$ cat src/rtl/cpu_types_pkg.sv
// Shared CPU types: ALU opcodes, data word, flag bundle and the ALU arbiter state encoding.
package cpu_types_pkg;

    localparam int unsigned WORD_W = 32;
    localparam int unsigned OP_W   = 4;
    localparam int unsigned FLAG_W = 3;

    typedef logic [WORD_W-1:0] word_t;

    typedef enum logic [OP_W-1:0] {
        ALU_SLL  = 4'b0000,
        ALU_SRL  = 4'b0001,
        ALU_ADD  = 4'b0010,
        ALU_SUB  = 4'b0011,
        ALU_AND  = 4'b0100,
        ALU_OR   = 4'b0101,
        ALU_XOR  = 4'b0110,
        ALU_NOR  = 4'b0111,
        ALU_SLT  = 4'b1010,
        ALU_SLTU = 4'b1011
    } aluop_t;

    // Bit order matches the {negative, overflow, zero} flag bus.
    typedef struct packed {
        logic negative;
        logic overflow;
        logic zero;
    } alu_flags_t;

    typedef enum logic [1:0] {
        IDLE,
        ISSUE,
        RESP
    } arb_state_t;

    // Width of a requester index; never narrower than one bit.
    function automatic int unsigned id_width(input int unsigned n);
        return (n > 1) ? $clog2(n) : 1;
    endfunction

endpackage

$ cat src/rtl/alu_arbiter_rr_pick.sv
// rr_pick: combinational round-robin selector. Searches last+1 .. last+NREQ (mod NREQ)
// over req with masked bits removed and reports the first hit.
module rr_pick
    import cpu_types_pkg::*;
#(
    parameter  int unsigned NREQ = 2,
    localparam int unsigned IDW  = id_width(NREQ)
) (
    input  logic [NREQ-1:0] req,
    input  logic [NREQ-1:0] mask,
    input  logic [IDW-1:0]  last,
    output logic            valid,
    output logic [IDW-1:0]  winner
);

    logic [NREQ-1:0] cand;
    logic [IDW-1:0]  idx;

    // Walk from the farthest slot back to the nearest so the nearest hit wins.
    always_comb begin
        cand   = req & ~mask;
        valid  = |cand;
        winner = '0;
        idx    = '0;
        for (int unsigned off = NREQ; off >= 1; off--) begin
            idx = IDW'((32'(last) + off) % NREQ);
            if (cand[idx]) begin
                winner = idx;
            end
        end
    end

endmodule

$ cat src/rtl/alu_arbiter.sv
// alu_arbiter: round-robin req/ack front end that time-shares one combinational ALU.
// Operands are registered at grant, results/flags registered after the ALU slot.
// Optional feature macro: ALU_ARB_STATS_EN adds per-requester saturating overflow counters.
module alu_arbiter
    import cpu_types_pkg::*;
#(
    parameter  int unsigned NREQ = 2,
    parameter  int unsigned CNTW = 16,
    localparam int unsigned IDW  = id_width(NREQ)
) (
    input  logic                         CLK,
    input  logic                         nRST,
    input  logic [NREQ-1:0]              req,
    input  logic [NREQ-1:0][OP_W-1:0]    req_aluop,
    input  logic [NREQ-1:0][WORD_W-1:0]  req_porta,
    input  logic [NREQ-1:0][WORD_W-1:0]  req_portb,
    output logic [NREQ-1:0]              ack,
    output word_t                        rsp_porto,
    output alu_flags_t                   rsp_flags,
    output logic                         busy,
    output aluop_t                       alu_aluop,
    output word_t                        alu_porta,
    output word_t                        alu_portb,
    input  word_t                        alu_porto,
    input  alu_flags_t                   alu_flags
`ifdef ALU_ARB_STATS_EN
   ,output logic [NREQ-1:0][CNTW-1:0]    ovf_count
`endif
);

    generate
        if (NREQ < 2 || NREQ > 8 || CNTW < 1) begin : g_param_check
            $error("alu_arbiter: NREQ must be 2..8 and CNTW at least 1");
        end
    endgenerate

    arb_state_t       state_q, state_d;
    logic [IDW-1:0]   gnt_q, gnt_d;
    logic [IDW-1:0]   last_q, last_d;
    aluop_t           aluop_d;
    word_t            porta_d, portb_d;
    logic [NREQ-1:0]  ack_d;
    word_t            porto_d;
    alu_flags_t       flags_d;
    logic             busy_d;
    logic             take;

    logic [NREQ-1:0]  pick_mask;
    logic [IDW-1:0]   pick_last;
    logic             pick_valid;
    logic [IDW-1:0]   pick_id;

`ifdef ALU_ARB_STATS_EN
    logic [NREQ-1:0][CNTW-1:0] ovf_d;
`endif

    // In RESP the requester just served is excluded and the search starts after it.
    always_comb begin
        pick_mask = '0;
        pick_last = last_q;
        if (state_q == RESP) begin
            pick_mask = NREQ'(1) << gnt_q;
            pick_last = gnt_q;
        end
    end

    rr_pick #(
        .NREQ (NREQ)
    ) u_rr_pick (
        .req    (req),
        .mask   (pick_mask),
        .last   (pick_last),
        .valid  (pick_valid),
        .winner (pick_id)
    );

    // Next-state and next-register values for the IDLE/ISSUE/RESP sequence.
    always_comb begin
        state_d = state_q;
        gnt_d   = gnt_q;
        last_d  = last_q;
        aluop_d = alu_aluop;
        porta_d = alu_porta;
        portb_d = alu_portb;
        ack_d   = '0;
        porto_d = rsp_porto;
        flags_d = rsp_flags;
        take    = 1'b0;
`ifdef ALU_ARB_STATS_EN
        ovf_d   = ovf_count;
`endif

        case (state_q)
            IDLE: begin
                if (pick_valid) begin
                    take = 1'b1;
                end
            end
            ISSUE: begin
                porto_d = alu_porto;
                flags_d = alu_flags;
                ack_d   = NREQ'(1) << gnt_q;
                aluop_d = aluop_t'(OP_W'(0));
                porta_d = '0;
                portb_d = '0;
                state_d = RESP;
`ifdef ALU_ARB_STATS_EN
                if (alu_flags.overflow && (ovf_count[gnt_q] != '1)) begin
                    ovf_d[gnt_q] = ovf_count[gnt_q] + CNTW'(1);
                end
`endif
            end
            RESP: begin
                last_d  = gnt_q;
                state_d = IDLE;
                if (pick_valid) begin
                    take = 1'b1;
                end
            end
            default: begin
                state_d = IDLE;
            end
        endcase

        // Grant: capture the winner's operands so later changes cannot leak in.
        if (take) begin
            gnt_d   = pick_id;
            aluop_d = aluop_t'(req_aluop[pick_id]);
            porta_d = req_porta[pick_id];
            portb_d = req_portb[pick_id];
            state_d = ISSUE;
        end

        busy_d = (state_d != IDLE);
    end

    // State and output registers; reset drops any operation in flight.
    always_ff @(posedge CLK or negedge nRST) begin
        if (!nRST) begin
            state_q   <= IDLE;
            gnt_q     <= '0;
            last_q    <= IDW'(NREQ - 1);
            alu_aluop <= aluop_t'(OP_W'(0));
            alu_porta <= '0;
            alu_portb <= '0;
            ack       <= '0;
            rsp_porto <= '0;
            rsp_flags <= '0;
            busy      <= 1'b0;
        end else begin
            state_q   <= state_d;
            gnt_q     <= gnt_d;
            last_q    <= last_d;
            alu_aluop <= aluop_d;
            alu_porta <= porta_d;
            alu_portb <= portb_d;
            ack       <= ack_d;
            rsp_porto <= porto_d;
            rsp_flags <= flags_d;
            busy      <= busy_d;
        end
    end

`ifdef ALU_ARB_STATS_EN
    // Per-requester overflow event counters, saturating at all-ones.
    always_ff @(posedge CLK or negedge nRST) begin
        if (!nRST) begin
            ovf_count <= '0;
        end else begin
            ovf_count <= ovf_d;
        end
    end
`endif

endmodule

$ cat config.mk
export PLATFORM = sky130hd
export DESIGN_NAME = alu_arbiter
export DESIGN_NICKNAME = d
export VERILOG_FILES = /design/src/rtl/cpu_types_pkg.sv /design/src/rtl/alu_arbiter_rr_pick.sv /design/src/rtl/alu_arbiter.sv
export SDC_FILE = /design/constraint.sdc
export NUM_CORES = 1
export LEC_CHECK = 0
export CAP_MARGIN = 20
export CORE_MARGIN = 3
export CORE_UTILIZATION = 38
export DETAILED_ROUTE_END_ITERATION = 10
export PLACE_DENSITY_LB_ADDON = 0.08
export SLEW_MARGIN = 20
export SYNTH_ARGS = -nofsm -noshare
export SYNTH_HDL_FRONTEND = slang
export SYNTH_SLANG_ARGS = --single-unit
$ cat constraint.sdc
create_clock -name CLK -period 2.3 [get_ports CLK]
set_input_delay 0.345 -clock CLK [delete_from_list [all_inputs] [get_ports CLK]]
set_output_delay 0.345 -clock CLK [all_outputs]
set_load 0.05 [all_outputs]
==> results.md <==
- Outcome: finished, final reports clean
- Clock-pin slew on the worst setup and hold paths: 0.07 ns
- Postcts setup bufs: 0
- Yosys top cell by area: dfrtp_1
- Post-layout worst setup margin: 0.391 ns
- Simple logic cell fraction of the synthesized area: 14.5%
- Clock power frac: 14.5%
- Post-synthesis xor/xnor area fraction: 0%
- Input/output buffers: 280
- Detailed Place HPWL: 11.4 mm
- WHS: 0.474 ns
- Final Hold Fails: 0
- Die ar.: 13,700 um^2
- FF/Latch Area: 2750 um^2
- Count of final setup violators: 0
- Gate power share: 58.4%
- Sequential share of the synthesized area: 58.6%
- Switching share of power: 48.4%
- Synthesis-to-finish area growth: 72.3%
- Rel. slew slack: 62.2%
- Synth area leaders: dfrtp_1 (58%), mux2i_1 (14%), nand2_1 (14%)
- Iter 0 DRT Violations: 167
- Final period utilization: 83.0%
- Post-synthesis register bit count: 110
- Pins Over Slew Limit: 0
- Filler cells: 956
- Worst Tran Pin Value: 0.565 ns
- Final setup TNS: 0 ns
- Largest net degree at the start of global routing: 46
- Share of layout cells above drive strength 1: 4.28%
- Adder-Cell Fraction of Synth Area: 0%
- WS Path Type: flop to primary output
- Longest Clk Path Bufs: 2
- Slowest cell on crit path: clkdlybuf4s50_1
- Number of buffers created by CTS: 9
- Placeable core area: 11,800 um^2
- Complex-gate fraction of the synthesized area: 8.71%
- Max rail drop VDD: 907 uV
- CP Launch Point: alu_porta[1]
- Largest family of logic cells by synthesized area: simple AND/OR/NAND/NOR gates
- Die width: 117 um
- Final wirelength: 15.0 mm
- Distinct cells, synth: 24
- Yosys top cell area share: 58.1%
- Required @ worst endpoint: 1.96 ns
- Worst setup slack after placement: 0.256 ns
- CP endpoint kind: primary output
- Crit path DAT: 1.56 ns
- Max-Cap Viols: 0
- Crit-path cells: clkdlybuf4s50_1
- Leakage dissipation: 3.59 nW
- RePlAce Congestion: 0.786
- CP Buf/Inv Count: 1
- Switching power total: 5.83 mW
- PD cells: 1490 nW/um^2
- Mean Syn Cell Area: 10.0 um^2
- Die Y: 117 um
- Synth Warn #: 0
- Clock Latency Late Sink: 0.34 ns
- Crit Reg-Reg Startpoint: gnt_q
- Post-route DRC: 0
- Remaining Overflow, GRT: 0
- N_diodes: 0
- Hold_sp: rsp_porto[31]
- Vias in the first global route: 4,443
- Unrepaired setup endpoints after global routing: no
- Area of the multi-input gates: 1810 um^2
- Clock skew after layout: 0.00910 ns
- First-pass GRT wire length: 22.6 mm
- Starting density of the core: 40.0%
- Worst Hold Class: flop to flop
- Post-DRT Antenna Nets: 0
- CTS tree: built
- CTS H-tree depth: 3
- CP peak stage delay: 0.83 ns
- Crit path time final: 1.91 ns
- Post-Syn Instances: 469
- DR vias: 4,283
- Top Family by Delay on Critical Path: buffers and inverters
- Routed len/inst: 16.5 um
- Top-Level Pins: 281
- Syn Nets: 644
- Mux cell area share after synthesis: 14.5%
- Fmax: 0.524 GHz
- CP max FO: 2
- Vias per inst: 4.70
- Int Power: 6.21 mW
- Register share of total power: 27.0%
- Tot GR Track Use: 21.5%
- Initial antenna violation count: 0
- NumNets Final: 918
- Worst setup SP type: flop
- Root Buffer: clkbuf_16
- Row Count: 39
- CTS-repair resized insts: 0
- Syn Std Cell Area: 4700 um^2
- Drt first pass iters: 4
- Clk sink count: 110
[power groups by stage]
stage / Combinational (mW) / Sequential, mW / Clock [mW]
2_1_floorplan: 1.64 / 6.07 / 0
3_3_place_gp: 6.96 / 3.25 / 0
3_5_place_dp: 7.07 / 3.29 / 0
4_1_cts: 7.08 / 3.26 / 1.81
5_1_grt: 7.46 / 3.38 / 1.88
6_report: 7.04 / 3.25 / 1.75
[cell usage in the layout (no fill, tap or decap), types with 2 or more instances in the layout]
master | Yosys | routed
clkdlybuf4s50_1 | 0 | 279
nor2_1 | 2 | 2
clkbuf_16 | 0 | 9
clkinvlp_4 | 0 | 2
buf_12 | 0 | 4
o21ai_1 | 9 | 9
bufinv_16 | 0 | 3
nand2_1 | 174 | 174
buf_4 | 5 | 7
inv_1 | 5 | 5
dfrtp_1 | 109 | 109
o21ai_0 | 60 | 60
mux2i_1 | 68 | 68
[area by class of cell]
class                   count  share of cell area [%]
repair buffers            292                    36.6
flip-flops and latches    110                    34.0
well taps                 164                    2.54
multi-input cells         323                    22.3
clock inverters             6                    1.36
clock buffers              10                    2.83
inverters                   7                   0.325
[path summary, 6_finish.rpt]
kind / slack (ns) / cells after the start / to
setup reg to reg: 0.66 / 5 / alu_porta[11]
max in group asynchronous: 1.14 / 3 / alu_porta[1]
hold / removal: 0.47 / 2 / rsp_porto[31]
hold reg to reg: 0.47 / 2 / rsp_porto[31]
min in group asynchronous: 0.52 / 2 / alu_porta[30]
setup / recovery: 0.39 / 1 / alu_porta[1]
[registers in the layout, indices dropped and copies added (netlist names)]
register,count
busy,1
rsp_flags,3
ack,2
state_q,2
alu_aluop,4
rsp_porto,32
gnt_q,1
alu_portb,32
last_q,1
alu_porta,32
[synthesized netlist by cell type]
cell	n
nand2_1	174
dfrtp_1	109
mux2i_1	68
o21ai_0	60
clkbuf_1	18
o21ai_1	9
buf_4	5
inv_1	5
buf_2	4
buf_6	2
nor2_1	2
a21oi_1	1
a22o_1	1
a2bb2oi_1	1
and3_1	1
clkinv_1	1
dfstp_2	1
inv_2	1
nand3b_1	1
nor2b_1	1
o21ba_1	1
o221ai_1	1
o22ai_2	1
o311a_1	1
[logic make-up (layout without fill, tap and decap cells)]
logic type,Yosys count,in the layout
compound gates,76,76
buf+inv,36,315
flops,110,110
mux,68,68
simple gates,179,179
[metal layers]
layer  GRT usage, %  routed length (um)
met1           23.9                5480
met2           37.8                7710
met3           7.87                1550
met4           7.87                 264
met5              0                   0
[what timing repair did]
action	CTS	global route
hold buffers	1	0
setup endpoints to repair	0	0
hold endpoints to repair	27	0
[per-stage QoR]
step | power [mW] | util (%) | cells | instance area (um^2)
CTS | 12.2 | 68.6 | 911 | 8070
global placement | 10.2 | 65.6 | 894 | 7720
floorplan | 7.71 | - | 469 | 4700
global route | 12.7 | 68.8 | 912 | 8090
finish | 12.0 | 68.8 | 912 | 8090
detailed placement | 10.4 | 65.6 | 894 | 7720
(Power assumes the default switching activity.)
